File: config.mk
export PLATFORM = sky130hd
export DESIGN_NAME = frame_capture
export DESIGN_NICKNAME = d
export VERILOG_FILES = /design/src/rtl/video_pkg.sv /design/src/rtl/video_edge_det.sv /design/src/rtl/frame_capture.sv
export SDC_FILE = /design/constraint.sdc
export NUM_CORES = 1
export LEC_CHECK = 0
export CAP_MARGIN = 20
export CORE_UTILIZATION = 58
export CTS_BUF_LIST = sky130_fd_sc_hd__clkbuf_2 sky130_fd_sc_hd__clkbuf_4 sky130_fd_sc_hd__clkbuf_8
export CTS_CLUSTER_SIZE = 30
export DETAILED_ROUTE_END_ITERATION = 6
export HOLD_SLACK_MARGIN = 0.08
export PLACE_DENSITY = 0.82
export SETUP_SLACK_MARGIN = 0.5
export SLEW_MARGIN = 20
export SYNTH_ARGS = -nofsm -noshare
export SYNTH_HDL_FRONTEND = slang
export SYNTH_HIERARCHICAL = 1
export SYNTH_SLANG_ARGS = --single-unit
File: constraint.sdc
create_clock -name clk -period 4.8 [get_ports clk]
set_input_delay 0.96 -clock clk [delete_from_list [all_inputs] [get_ports clk]]
set_output_delay 0.96 -clock clk [all_outputs]
set_load 0.02 [all_outputs]
File: src/rtl/video_pkg.sv
// Shared video timing constants and capture FSM state type, common to the
// frame grabber and the monitor read-back path.
`timescale 1ns/1ps
package video_pkg;

  localparam int H_ACTIVE = 604;
  localparam int V_ACTIVE = 412;

  // Sync and blank windows, in pixel clocks / lines, shared with the monitor
  localparam int H_FRONT = 16;
  localparam int H_SYNC  = 96;
  localparam int H_BACK  = 48;
  localparam int V_FRONT = 10;
  localparam int V_SYNC  = 2;
  localparam int V_BACK  = 33;

  typedef enum logic [1:0] {
    ST_IDLE    = 2'd0,
    ST_ARMED   = 2'd1,
    ST_CAPTURE = 2'd2,
    ST_DONE    = 2'd3
  } cap_state_t;

  function automatic logic [15:0] pack_word(input logic [7:0] hi, input logic [7:0] lo);
    return {hi, lo};
  endfunction

endpackage

File: src/rtl/video_edge_det.sv
// Edge detector for vsync and vid_blank; the previous sample only advances on
// pix_en, so edges are measured between consecutive pixel samples.
`timescale 1ns/1ps
module video_edge_det (
  input  logic clk,
  input  logic reset_n,
  input  logic pix_en,
  input  logic vsync,
  input  logic vid_blank,
  output logic vsync_fall,
  output logic blank_rise,
  output logic blank_fall
);

  logic vsync_prev;
  logic blank_prev;

  // vsync idles high, so its history resets high to avoid a false fall
  always_ff @(posedge clk or negedge reset_n) begin
    if (!reset_n) begin
      vsync_prev <= 1'b1;
      blank_prev <= 1'b0;
    end else if (pix_en) begin
      vsync_prev <= vsync;
      blank_prev <= vid_blank;
    end
  end

  assign vsync_fall = pix_en & vsync_prev & ~vsync;
  assign blank_rise = pix_en & ~blank_prev & vid_blank;
  assign blank_fall = pix_en & blank_prev & ~vid_blank;

endmodule

File: src/rtl/frame_capture.sv
// Video-in frame grabber: packs pixel pairs into 16-bit words, even lines to
// the low bank and odd lines to the high bank, each with its own address.
`timescale 1ns/1ps
module frame_capture #(
  parameter int H_ACTIVE = 604,
  parameter int V_ACTIVE = 412,
  parameter int ADDR_W   = 16
) (
  input  logic              clk,
  input  logic              reset_n,
  input  logic              pix_en,
  input  logic              vsync,
  input  logic              hsync,
  input  logic              vid_blank,
  input  logic [7:0]        video_in,
  input  logic              start,
  input  logic              abort,
  output logic              mem_we,
  output logic              mem_bank,
  output logic [ADDR_W-1:0] mem_addr,
  output logic [15:0]       mem_data,
  output logic              busy,
  output logic              done,
  output logic              frame_err,
  output logic [9:0]        lines_captured
);

  import video_pkg::*;

  localparam logic [10:0] H_MAX  = 11'(H_ACTIVE);
  localparam logic [9:0]  V_MAX  = 10'(V_ACTIVE);
  localparam logic [10:0] CNT_SAT = 11'h7FF;

  cap_state_t state, state_nxt;

  logic              vsync_fall, blank_rise, blank_fall;
  logic              phase, line_idx;
  logic [7:0]        lo_byte;
  logic [10:0]       pix_cnt;
  logic [ADDR_W-1:0] addr_lo, addr_hi;

  logic        capt, line_end, line_valid, in_range, phase_cur;
  logic        wr_en, start_ok, arm_go, frame_end;
  logic [10:0] cnt_cur;
  logic [9:0]  lines_next;
  logic [15:0] wr_data;

  // hsync is a timing reference only; capture is framed by vsync/vid_blank
  logic unused_hsync;
  assign unused_hsync = hsync;

  video_edge_det u_edge (
    .clk        (clk),
    .reset_n    (reset_n),
    .pix_en     (pix_en),
    .vsync      (vsync),
    .vid_blank  (vid_blank),
    .vsync_fall (vsync_fall),
    .blank_rise (blank_rise),
    .blank_fall (blank_fall)
  );

  // Event decode; a line start restarts the pixel count and pairing
  always_comb begin
    capt       = (state == ST_CAPTURE) && !abort;
    cnt_cur    = blank_rise ? 11'd0 : pix_cnt;
    phase_cur  = blank_rise ? 1'b0 : phase;
    in_range   = cnt_cur < H_MAX;
    line_end   = capt && blank_fall;
    line_valid = line_end && (pix_cnt != 11'd0);
    lines_next = lines_captured + {9'd0, line_valid};
    frame_end  = capt && (vsync_fall || (line_valid && (lines_next == V_MAX)));
    start_ok   = start && !abort && ((state == ST_IDLE) || (state == ST_DONE));
    arm_go     = (state == ST_ARMED) && !abort && vsync_fall;
    wr_en      = 1'b0;
    wr_data    = pack_word(video_in, lo_byte);
    if (capt && pix_en) begin
      if (line_end) begin
        wr_en   = phase;
        wr_data = pack_word(8'h00, lo_byte);
      end else begin
        wr_en   = vid_blank && in_range && phase_cur;
      end
    end
  end

  always_comb begin
    state_nxt = state;
    case (state)
      ST_IDLE:    if (start_ok)  state_nxt = ST_ARMED;
      ST_ARMED:   if (arm_go)    state_nxt = ST_CAPTURE;
      ST_CAPTURE: if (frame_end) state_nxt = ST_DONE;
      ST_DONE:    if (start_ok)  state_nxt = ST_ARMED;
      default:                   state_nxt = ST_IDLE;
    endcase
    if (abort) state_nxt = ST_IDLE;
  end

  always_ff @(posedge clk or negedge reset_n) begin
    if (!reset_n) state <= ST_IDLE;
    else          state <= state_nxt;
  end

  assign busy = (state == ST_ARMED) || (state == ST_CAPTURE);

  // Packer, bank address counters and frame status
  always_ff @(posedge clk or negedge reset_n) begin
    if (!reset_n) begin
      mem_we         <= 1'b0;
      mem_bank       <= 1'b0;
      mem_addr       <= '0;
      mem_data       <= 16'h0000;
      done           <= 1'b0;
      frame_err      <= 1'b0;
      lines_captured <= 10'd0;
      phase          <= 1'b0;
      line_idx       <= 1'b0;
      lo_byte        <= 8'h00;
      pix_cnt        <= 11'd0;
      addr_lo        <= '0;
      addr_hi        <= '0;
    end else begin
      mem_we <= 1'b0;
      if (start_ok) begin
        done           <= 1'b0;
        frame_err      <= 1'b0;
        lines_captured <= 10'd0;
      end
      if (arm_go) begin
        addr_lo  <= '0;
        addr_hi  <= '0;
        line_idx <= 1'b0;
        phase    <= 1'b0;
        pix_cnt  <= 11'd0;
      end
      if (capt && pix_en) begin
        if (line_end) begin
          if (line_valid) begin
            lines_captured <= lines_next;
            line_idx       <= ~line_idx;
            if (pix_cnt < H_MAX) frame_err <= 1'b1;
          end
          if (phase) frame_err <= 1'b1;
          pix_cnt <= 11'd0;
          phase   <= 1'b0;
        end else if (vid_blank) begin
          if (in_range) begin
            if (!phase_cur) lo_byte <= video_in;
            phase <= ~phase_cur;
          end else begin
            phase     <= phase_cur;
            frame_err <= 1'b1;
          end
          pix_cnt <= (cnt_cur == CNT_SAT) ? cnt_cur : cnt_cur + 11'd1;
        end
      end
      if (wr_en) begin
        mem_we   <= 1'b1;
        mem_bank <= line_idx;
        mem_addr <= line_idx ? addr_hi : addr_lo;
        mem_data <= wr_data;
        if (line_idx) addr_hi <= addr_hi + ADDR_W'(1);
        else          addr_lo <= addr_lo + ADDR_W'(1);
      end
      if (frame_end) done <= 1'b1;
    end
  end

endmodule

Word-level counts from Yosys, hierarchy flattened --
Cells that the tools add are included. Widths: inputs -> output; s select.
Storage, ports and cells: register bits 103, bits of input ports 16, output and inout port bits 47, word-level logic and storage cells 111
Cells by class: $add $sub $neg 4, $lt $le $gt $ge 2, eq/ne operators 8, multiplexer cells 47, bitwise operators 12, reduce and logical (&&, ||, !) cells 22
Operator list (number):
- $mux 16 | 9
- $mux 11 | 6
- $mux 10 | 4
- $add 16x1->16 const B | 2
- $mux 1 | 23
- $lt 11x10->1 const B | 2
- $logic_and 1x1->1 | 12
- $add 11x1->11 const B | 1
- $eq 11x11->1 const B | 1
- $reduce_bool 11->1 | 1
- $add 10x1->10 | 1
- $eq 10x9->1 const B | 1
- $mux 2 | 4
- $and 1x1->1 | 6
- $ne 3x3->1 const B | 2
- $not 1->1 | 6
- $pmux 2 s3 | 1
- $reduce_and 5->1 | 1
- $eq 2x2->1 const B | 2
- $logic_or 1x1->1 | 3
- $ne 3x1->1 const B | 1
- $reduce_and 3->1 | 1
- $eq 2x1->1 const B | 1
- $logic_not 2->1 | 1
- 3 further kinds | 3

Depth between registers and ports, before layout --
depth after elaboration 12, gate-level depth with buffers 13, mapped depth without buffers 13

Modules after synthesis --
The synthesis kept the hierarchy.
By module, submodules not included:
- frame_capture | instances 1, cells each 566, area each 5195.0 um^2, sequential area each 2527.4 um^2
- video_edge_det | instances 1, cells each 7, area each 107.6 um^2, sequential area each 51.3 um^2

Worst setup path after synthesis --
Ideal clock, no wire load.
path type input -> register, start input port abort, end register state[0], library setup time 0.125 ns, arrival 3.435 ns, data required time 4.675 ns, slack 1.240 ns, stages 11, buffers on the path 1, cell sequence buf_2 nor2b_2 nand2_1 nor2_1 ha_1 ha_1 or4b_1 or4_1 nor4_1 o22ai_1 mux2_2
On the way: cells in the longest elaborated chain, start to end 11, elaborated cells on any way between the ends 18, classes of those cells add/sub (1); eq/ne (4); mux (1); reduce/logical (12)
Ends and longest elaborated chain:
- from (decl) | line frame_capture.sv:17 | input logic abort,
- $logic_not 1->1 | line frame_capture.sv:65, frame_capture.sv:73, frame_capture.sv:74
- $logic_and 1x1->1 | line frame_capture.sv:65 | capt = (state == ST_CAPTURE) && !abort;
- $logic_and 1x1->1 | line frame_capture.sv:69 | line_end = capt && blank_fall;
- $logic_and 1x1->1 | line frame_capture.sv:70 | line_valid = line_end && (pix_cnt != 11'd0);
- $add 10x1->10 | line frame_capture.sv:71 | lines_next = lines_captured + {9'd0, line_valid};
- $eq 10x9->1 | line frame_capture.sv:72 | frame_end = capt && (vsync_fall || (line_valid && (lines_next == V_MAX)));
- $logic_and 1x1->1 | line frame_capture.sv:72
- $logic_or 1x1->1 | line frame_capture.sv:72
- $logic_and 1x1->1 | line frame_capture.sv:72
- $ne 3x3->1 (no source line)
- $reduce_and 3->1 (no source line)
- to (signal assigned) | line frame_capture.sv:101 | else state <= state_nxt;
- to (decl) | line frame_capture.sv:34 | cap_state_t state, state_nxt;
Parallel ways exist; a longest one is shown, timed or not. A chain may end at the register's enable or synchronous reset.

Worst setup path after layout --
start input port abort, end register state[1]
Same word-level chain as after synthesis.

==> results.md <==
- Kind of cell adding the most delay to the critical path: simple AND/OR/NAND/NOR gates
- Hold Vio Cnt, Final: 0
- Number of vias in the routed layout: 4531
- Routed WL: 12200 um
- Violations in the final reports: design-rule violations
- Setup repair after global routing missed its margin: false
- Data arrival time at the worst-slack endpoint: 4.32 ns
- TritonCTS clock tree: done
- Required time at the worst-slack endpoint: 5.06 ns
- Cell-by-cell trace of the critical path: clkdlybuf4s50_1 -> nor2b_2 -> nand2_1 -> nor2_1 -> ha_1 -> ha_1 -> or4b_1 -> or4_1 -> nor4_1 -> o22ai_1 -> mux2_2
- Number of detailed-route iterations in the first pass: 7
- Final HPWL DP: 8587 um
- Initial cell density of the core: 60.22%
- List of most frequent post-synthesis cells: sky130_fd_sc_hd__dfrtp_1, sky130_fd_sc_hd__nand2_1, sky130_fd_sc_hd__o21ai_0, sky130_fd_sc_hd__nor2_1, sky130_fd_sc_hd__nand3_1
- Maximum fanout along the worst path: 10
- Main flop type after synthesis: sky130_fd_sc_hd__dfrtp_1
- Ratio of final minimum period to clock period: 84.54%
- Number of buffers inserted during clock tree synthesis: 9
- Register area: 2579 um^2
- Hold slack: 0.4787 ns
- Register area share after synthesis: 48.63%
- Area occupied by multi-input gates: 2557 um^2
- Area delta synth->final: 16.38%
- Cell at the slowest stage of the critical path: sky130_fd_sc_hd__clkdlybuf4s50_1
- First-iteration detailed-routing DRC count: 188
- Area share of the leading cell type in the synthesized netlist: 48.14%
- Detailed-route wire length per cell: 16.51 um
- Status: finished with violations
- Clock tree sinks: 103
- Global routing usage summed across all routing layers: 26.92%
- Total number of nets in the final design: 649
- Share of power burned in registers: 51.0%
- Number of maximum-capacitance violations: 0
- Mean instance size in the synthesized netlist: 9.254 um^2
- Placeable core region: 8806 um^2
- Routability-driven placement congestion ratio: 0.8880
- Hold buffers post-CTS: 0
- Pint: 1.419 mW
- Number of H-tree levels: 3
- FFs w/ async S/R, synth: 100.0%
- Largest cells by area after synthesis: sky130_fd_sc_hd__dfrtp_1, sky130_fd_sc_hd__nand2_1, sky130_fd_sc_hd__o21ai_0
- Net Count, Synth: 596
- Number of synthesized register bits: 103
- Number of diodes added for antenna fixing: 0
- Maximum vdd ir drop: 0.3204 mV
- DR DRC count: 2
- Count of instances resized after the clock tree is built: 0
- Vias per cell: 6.131
- Layout cell share with drive strength beyond 1: 8.558%
- Net switching fraction of the power: 33.11%
- Part of the total power dissipated in combinational logic: 24.8%
- Switching power of the nets: 0.7023 mW
- Clk_lat worst skew: 0.38 ns
- Cells after Synth: 573
- Number of enable flip-flop cells after synthesis: 0
- Tightest slew margin relative to the limit: 32.94%
- Final setup violation count: 0
- Crit path buf inv count: 1
- Synthesized area: 5303 um^2
- Final antenna-violating net count: 0
- Io pins: 63
- Largest area contributor in the netlist: sky130_fd_sc_hd__dfrtp_1
- Number of global-route vias before repair: 4436
- Max Clock Skew: 0.01308 ns
- Count of buffers from port buffering: 61
- Number of fill cells in the layout: 703
- Core utilization of the finished layout: 70.08%
- Total cell area at the placement stage: 5993 um^2
- Critical path's most frequent cell: sky130_fd_sc_hd__ha_1
- Leak Pwr: 2.693 nW
- Maximum number of pins on one net before global-route repair: 53
- Achievable frequency: 246.4 MHz
- Number of antenna violations at the first check in global routing: 0
- Shortest period the worst path allows: 4.058 ns
- Global route total overflow: 0
- Die outline area: 9529 um^2
- Class of the most critical setup path: input port to flip-flop
- Clock buffer depth: 2
- Reg clk slew, reported paths: 0.10 ns
- Slew of the pin with the lowest slew margin: 1.004 ns
- Final standard cell area without fillers: 6171 um^2
- Number of standard-cell rows in the floorplan: 34
- Kind of end point of the critical path: flip-flop
- Syn. warnings: 6
- Path class of the lowest-slack min-delay path: input port to asynchronous set/reset pin
- Global-route wire length before repair: 20660 um
- Crit-path max cell delay: 0.58 ns
- Distinct cell type count after synthesis: 60
- Relative contribution of the clock network to total power: 24.2%
- X dimension of the die: 97.62 um
- Total setup buffers inserted after CTS: 0
- Clock tree root buffer cell: sky130_fd_sc_hd__clkbuf_8
- Setup TNS Final: 0 ns
- Total power per unit cell area: 343.7 nW/um^2
- Max-slew violation count: 0
- Die height: 97.62 um
- Type of origin of the critical path: input port
[worst paths after layout]
kind                              from                end  slack, ns  cells after the start
max                              abort           state[1]       0.74                     11
min                            reset_n  lines_captured[2]       0.48                      1
max reg2reg                 pix_cnt[1]           state[1]       0.81                     10
min reg2reg                mem_data[8]        mem_data[8]       0.48                      2
max in group asynchronous      reset_n        mem_data[8]       3.41                      2
min in group clk           mem_data[8]        mem_data[8]       0.48                      2
[worst register-to-register path: stages, from the launching register on]
cell and delay [ns]:
sky130_fd_sc_hd__dfrtp_1 0.43, sky130_fd_sc_hd__or4_1 0.61, sky130_fd_sc_hd__nor3_1 0.44, sky130_fd_sc_hd__nor2_1 0.11
sky130_fd_sc_hd__ha_1 0.25, sky130_fd_sc_hd__ha_1 0.29, sky130_fd_sc_hd__or4b_1 0.46, sky130_fd_sc_hd__or4_1 0.40
sky130_fd_sc_hd__nor4_1 0.37, sky130_fd_sc_hd__o22ai_1 0.22, sky130_fd_sc_hd__mux2_2 0.31
[state kept, by name (all words and copies together) (netlist names), 2 cells and up]
signal	cells
mem_addr	16
lines_captured	10
mem_data	16
addr_hi	16
addr_lo	16
pix_cnt	11
state	2
lo_byte	8
[power by group through the flow]
stage                     Combinational (mW)  Sequential [mW]  Clock (mW)
after floorplan                        0.284             1.11           0
after global placement                 0.509             1.09           0
after detailed placement               0.526             1.09           0
after CTS                              0.529             1.08       0.524
after global routing                   0.572             1.10       0.550
final                                  0.527             1.08       0.513
[stage by stage]
stage               total power, mW  worst slack, ns  std cells
floorplan                     1.398            1.240        573
global placement              1.596           0.5373        723
detailed placement            1.620           0.3789        723
CTS                           2.132           0.7775        739
global route                  2.219           0.5624        739
finish                        2.121           0.7422        739
[cell families after synthesis]
logic type / synth area share, %
AO/OA/AOI/OAI: 16.57
XOR/XNOR: 0.8258
adder cells (fa/ha/maj): 1.652
buffers and inverters: 3.256
flip-flops: 48.63
multiplexers: 6.088
AND/OR/NAND/NOR: 22.98
[layout make-up]
type / instances / area share, %
clock buffer: 9 / 2.007
clock inverter: 7 / 0.8719
inverter: 13 / 0.8719
multi-input combinational: 430 / 41.44
sequential: 103 / 41.79
tap: 108 / 2.190
timing repair buffer: 69 / 10.83
[layout by cell type, fill, tap and decap left out, drive strengths merged, types with 8 or more instances in the layout]
master,netlist,final
nor2,36,36
and3,18,18
a31oi,18,18
nand2b,14,14
nor3,10,10
clkdlybuf4s50,0,60
mux2i,18,18
inv,12,15
o21ai,67,67
mux2,12,12
a21oi,18,18
nor2b,8,8
nand4,10,10
nand3,21,21
clkbuf,17,9
nand2,103,103
dfrtp,102,102
buf,10,9
[routing by layer]
layer  global-route usage [%]  up-vias  part of all wire, %
li1                         -     2158                    -
met1                    33.72     2222                   43
met2                    45.83      129                   50
met3                    5.899       22                  5.5
met4                    9.790        0                  1.6
met5                        0        -                    0
Note: power is estimated with default switching activity, not from simulation.
==> RTL change 1 (same settings) <==
The 4 states of `cap_state_t` get a Gray code encoding in 2 bits.
--- a/src/rtl/video_pkg.sv
+++ b/src/rtl/video_pkg.sv
@@ -15,10 +15,10 @@
   localparam int V_BACK  = 33;
 
   typedef enum logic [1:0] {
-    ST_IDLE    = 2'd0,
-    ST_ARMED   = 2'd1,
-    ST_CAPTURE = 2'd2,
-    ST_DONE    = 2'd3
+    ST_IDLE    = 2'b00,
+    ST_ARMED   = 2'b01,
+    ST_CAPTURE = 2'b11,
+    ST_DONE    = 2'b10
   } cap_state_t;
 
   function automatic logic [15:0] pack_word(input logic [7:0] hi, input logic [7:0] lo);
Behaviour: no difference found for any inputs over 4 cycles, from zero or initial values and one cycle with reset_n low; so few cycles prove little.
==> RTL change 1 against the original RTL <==
Synthesized cell count decreased by 3.8%. Worst setup slack improved by 0.37 ns. Clock skew increased by 0.0031 ns. Wire length decreased by 2.7%. Sequential cell count unchanged. Synthesized area increased by 0.54%. Design area increased by 0.97%. The run still ends with DRC left.
Power is not compared: it rests on default switching activity, and its combinational part moved more than twofold at a synthesized area within 25%.
==> RTL change 1: results (changes against the original RTL) <==
Status: finished, violations left (unchanged)
Failing checks: DRC (unchanged)
Largest net degree at the start of global routing: 74 (was 53)
Top cells by count, synth: dfrtp_1, nand2_1, o21ai_0 (unchanged)
Dpl hpwl: 8.104 mm (was 8.587 mm)
Vias/cell: 6.204 (was 6.131)
Non-clock inverters: 23 (was 13)
Compound-Gate Fraction of Synth Area: 0.1624 (was 0.1656)
GRT Overall Usage: 0.2623 (was 0.2692)
Hold Path Class: flip-flop to flip-flop (was input port to asynchronous set/reset pin)
Critical path arrival: 4.00 ns (was 4.32 ns)
Synth Area in XOR/XNOR: 0.006571 (was 0.008259)
Proportion of layout cells with a drive suffix above 1: 0.08746 (was 0.08558)
Register area share after synthesis: 0.4837 (was 0.4863)
Final wirelength: 11.88 mm (was 12.20 mm)
Non-clock buffer share: 0.1092 (was 0.1083)
RePlAce Congestion: 0.8943 (was 0.8880)
Multiplexer share of the synthesized area: 0.09200 (was 0.06088)
Drt drc: 3 (was 2)
ClkCell Share: 0.03092 (was 0.02879)
Starting DRT DRC Count: 219 (was 188)
Worst path max stage delay: 0.61 ns (was 0.58 ns)
FFs & Latches: 103 (unchanged)
Top post-synthesis cells by area: dfrtp_1, mux2i_1, nand2_1, o21ai_0, a21oi_1 (was dfrtp_1, nand2_1, o21ai_0, mux2i_1, nor2_1)
Netlist cell types: 63 (was 60)
Multi-input gate share of total cell area: 0.4104 (was 0.4144)
[RTL change 1: per-layer routing]
metal	global-route usage	share of wire	wire length [um]	vias up
met2	0.4437	0.49	5820	126
li1	-	-	-	2117
met1	0.3324	0.44	5229	2172
met4	0.08974	0.013	154	0
met5	0	0	0	-
met3	0.06084	0.056	670	15
[RTL change 1: worst max-delay path: cells and delay by family]
family                   cells  cell delay (ns)
AND/OR/NAND/NOR              5             1.12
AO/OA/AOI/OAI                2             0.69
buffers and inverters        2             0.68
adder cells (fa/ha/maj)      2             0.43
XOR/XNOR                     1             0.13
[RTL change 1: worst paths after layout]
path | to | slack (ns) | start | cells after the start
setup / recovery | done$_DFFE_PN0P_ | 1.11 | pix_en | 12
hold reg to reg | mem_addr[13]$_DFFE_PN0P_ | 0.48 | mem_addr[13]$_DFFE_PN0P_ | 2
max in group asynchronous | u_edge/vsync_prev$_DFFE_PN1P_ | 3.13 | reset_n | 2
min in group asynchronous | mem_we$_DFF_PN0_ | 0.71 | reset_n | 1
setup reg to reg | done$_DFFE_PN0P_ | 1.37 | pix_cnt[3]$_DFF_PN0_ | 11
hold / removal | mem_addr[13]$_DFFE_PN0P_ | 0.48 | mem_addr[13]$_DFFE_PN0P_ | 2
[RTL change 1: per-stage QoR]
| step | utilization | instance area [um2] | cells | worst slack [ns] |
|---|---|---|---|---|
| after floorplan | - | 5331 | 551 | 1.389 |
| after global placement | 0.6857 | 6038 | 698 | 0.8505 |
| after detailed placement | 0.6857 | 6038 | 698 | 0.7596 |
| after CTS | 0.7076 | 6231 | 714 | 1.141 |
| after global routing | 0.7076 | 6231 | 714 | 0.8821 |
| final | 0.7076 | 6231 | 714 | 1.111 |
==> RTL change 2 (same flow settings) <==
Made on the original files. Change the parameter `ADDR_W` from 16 to 17.
--- a/src/rtl/frame_capture.sv
+++ b/src/rtl/frame_capture.sv
@@ -4,7 +4,7 @@
 module frame_capture #(
   parameter int H_ACTIVE = 604,
   parameter int V_ACTIVE = 412,
-  parameter int ADDR_W   = 16
+  parameter int ADDR_W   = 17
 ) (
   input  logic              clk,
   input  logic              reset_n,
Interface: changed (resized mem_addr); port bits go from 63 to 64. The function was not compared with the original's and may differ.
==> RTL change 2 against the original RTL <==
Wire length is 4.1% higher. Hold slack worse by 0.00060 ns. Sequential share of layout area is 0.11 points lower. Design area is 3.2% higher. Non-clock buffer count is 2 higher. Sequential cell count is 3 higher. Synthesized area is 2.9% higher. Power is 4.9% lower. Count of clock-buffer cells in the layout stayed put. Combinational power is 23% lower. Global-route usage is 0.51 points higher. Worst setup slack better by 0.093 ns.
==> RTL change 2: results (changes against the original RTL) <==
Top cells by count, synth: nand2_1, dfrtp_1, o21ai_0 (was dfrtp_1, nand2_1, o21ai_0)
WL per Instance: 16.46 um (was 16.51 um)
Worst path max stage delay: 0.62 ns (was 0.58 ns)
Proportion of layout cells with a drive suffix above 1: 0.06959 (was 0.08558)
Root buffer cell: clkbuf_8 (unchanged)
Critical path arrival: 4.22 ns (was 4.32 ns)
CP startpoint: pix_en (was abort)
R2r worst-path depth: 11 (was 10)
Initial antenna violation count: 0 (unchanged)
GRT Overall Usage: 0.2744 (was 0.2692)
Rel. slew slack: 0.3537 (was 0.3294)
Clock buffer depth: 2 (unchanged)
Nets: 679 (was 649)
Register area share after synthesis: 0.4861 (was 0.4863)
Status: complete, no violations (was finished, violations left)
Syn Nets: 625 (was 596)
Top post-synthesis cells by area: dfrtp_1, nand2_1, o21ai_0, nand3_1, mux2i_1 (was dfrtp_1, nand2_1, o21ai_0, mux2i_1, nor2_1)
Critical path peak fanout: 8 (was 10)
Leak pwr: 2.716 nW (was 2.693 nW)
Delay-heaviest family, CP: simple AND/OR/NAND/NOR gates (unchanged)
Internal: 1.399 mW (was 1.419 mW)
RePlAce Congestion: 0.9392 (was 0.8880)
Hold Path Class: flip-flop to flip-flop (was input port to asynchronous set/reset pin)
YS warnings: 6 (unchanged)
Clock transition at path regs: 0.10 ns (about the same)
ANT cells: 0 (unchanged)
Drt drc: 0 (was 2)
Dpl hpwl: 9.019 mm (was 8.587 mm)
IO buf count: 62 (was 61)
Largest regs: addr_hi x17, addr_lo x17, mem_addr x17
FF-to-FF End: state[1]$_DFFE_PN0P_ (unchanged)
Starting DRT DRC Count: 261 (was 188)
First-pass GRT wire length: 21.39 mm (was 20.66 mm)
Reg2Reg Setup Slack: 1.28 ns (was 0.81 ns)
Via count: 4699 (was 4531)
Largest net degree at the start of global routing: 77 (was 53)
Buffer count from post-CTS setup fixing: 0 (unchanged)
Clock Skew: 0.01347 ns (was 0.01308 ns)
Number of global-route vias before repair: 4516 (was 4436)
CTS resizes: 0 (unchanged)
Critical setup path kind: input port to flip-flop (unchanged)
DRT Pass-1 Iters: 5 (was 7)
Worst vdd ir: 0.2073 mV (was 0.3204 mV)
Slowest-stage cell, CP: clkdlybuf4s50_1 (unchanged)
Netlist cell types: 55 (was 60)
Fraction of registers with async set/reset: 1.000 (unchanged)
Clock latency on the worst-skew pair: 0.38 ns (about the same)
CTS buffer count: 9 (unchanged)
Prevailing post-synth register cell: dfrtp_1 (unchanged)
H-Tree Depth: 3 (unchanged)
R2R Path Start: pix_cnt[4]$_DFF_PN0_ (was pix_cnt[1]$_DFF_PN0_)
==> RTL change 2: cell count changes after synthesis, sizes merged, moves of 4 or more <==
cell,unedited run,this run
nand3,21,41
a22o,7,0
o21ai,67,79
xnor2,1,10
nand2b,14,7
o31ai,6,10
nand2,103,114
a31oi,18,2
o41ai,0,4
==> RTL change 2: area by class of cell <==
type,count,area [um2]
clock buffer,9,123.9
clock inverter,7,85.08
fill,690,2829
inverter,13,48.80
multi-input combinational,455,2631
sequential,106,2654
tap,111,138.9
timing repair buffer,71,685.7
==> RTL change 2: metrics by stage <==
| step | hold WS, ns | worst slack [ns] | total power [mW] | cells | instance area (um2) |
|---|---|---|---|---|---|
| after floorplan | 0.4406 | 1.574 | 1.289 | 602 | 5459 |
| after detailed placement | 0.4555 | 0.4767 | 1.454 | 756 | 6158 |
| after global placement | 0.4483 | 0.6377 | 1.430 | 756 | 6158 |
| final | 0.4781 | 0.8353 | 2.017 | 772 | 6367 |
| after global routing | 0.5098 | 0.5948 | 2.108 | 772 | 6367 |
| after CTS | 0.4795 | 0.8700 | 2.024 | 772 | 6367 |
==> RTL change 2: worst min path at each step <==
stage	from	to	slack (ns)	depth (start not counted)
finish	mem_data[3]$_DFFE_PN0P_	mem_data[3]$_DFFE_PN0P_	0.48	2
CTS	mem_data[3]$_DFFE_PN0P_	mem_data[3]$_DFFE_PN0P_	0.48	2
detailed placement	mem_data[3]$_DFFE_PN0P_	mem_data[3]$_DFFE_PN0P_	0.46	2
global placement	mem_data[2]$_DFFE_PN0P_	mem_data[2]$_DFFE_PN0P_	0.45	2
floorplan	lo_byte[0]$_DFFE_PN0P_	mem_data[0]$_DFFE_PN0P_	0.44	2
global route	mem_data[4]$_DFFE_PN0P_	mem_data[4]$_DFFE_PN0P_	0.51	2
==> RTL change 2: routing by layer <==
metal | up-vias | wire [um] | global-route usage
met5 | - | 0 | 0
met4 | 0 | 249 | 0.09644
met3 | 24 | 743 | 0.04184
met2 | 195 | 6189 | 0.4594
met1 | 2239 | 5523 | 0.3646
li1 | 2241 | - | -
==> RTL change 2: power by group through the flow <==
stage	sequential (mW)	combinational, mW	clock [mW]
floorplan	1.06	0.231	0
global placement	1.04	0.389	0
detailed placement	1.05	0.407	0
CTS	1.03	0.409	0.586
global route	1.04	0.448	0.620
finish	1.03	0.408	0.577
==> RTL change 2: logic make-up (layout without fill, tap and decap cells) <==
group | Yosys count | in the layout | share of synthesized area
fa+ha+maj | 7 | 7 | 0.01604
mux | 30 | 30 | 0.05913
simple gates | 270 | 270 | 0.2377
buf+inv | 41 | 100 | 0.03300
compound gates | 133 | 133 | 0.1439
xor+xnor | 15 | 15 | 0.02406
flops | 106 | 106 | 0.4861
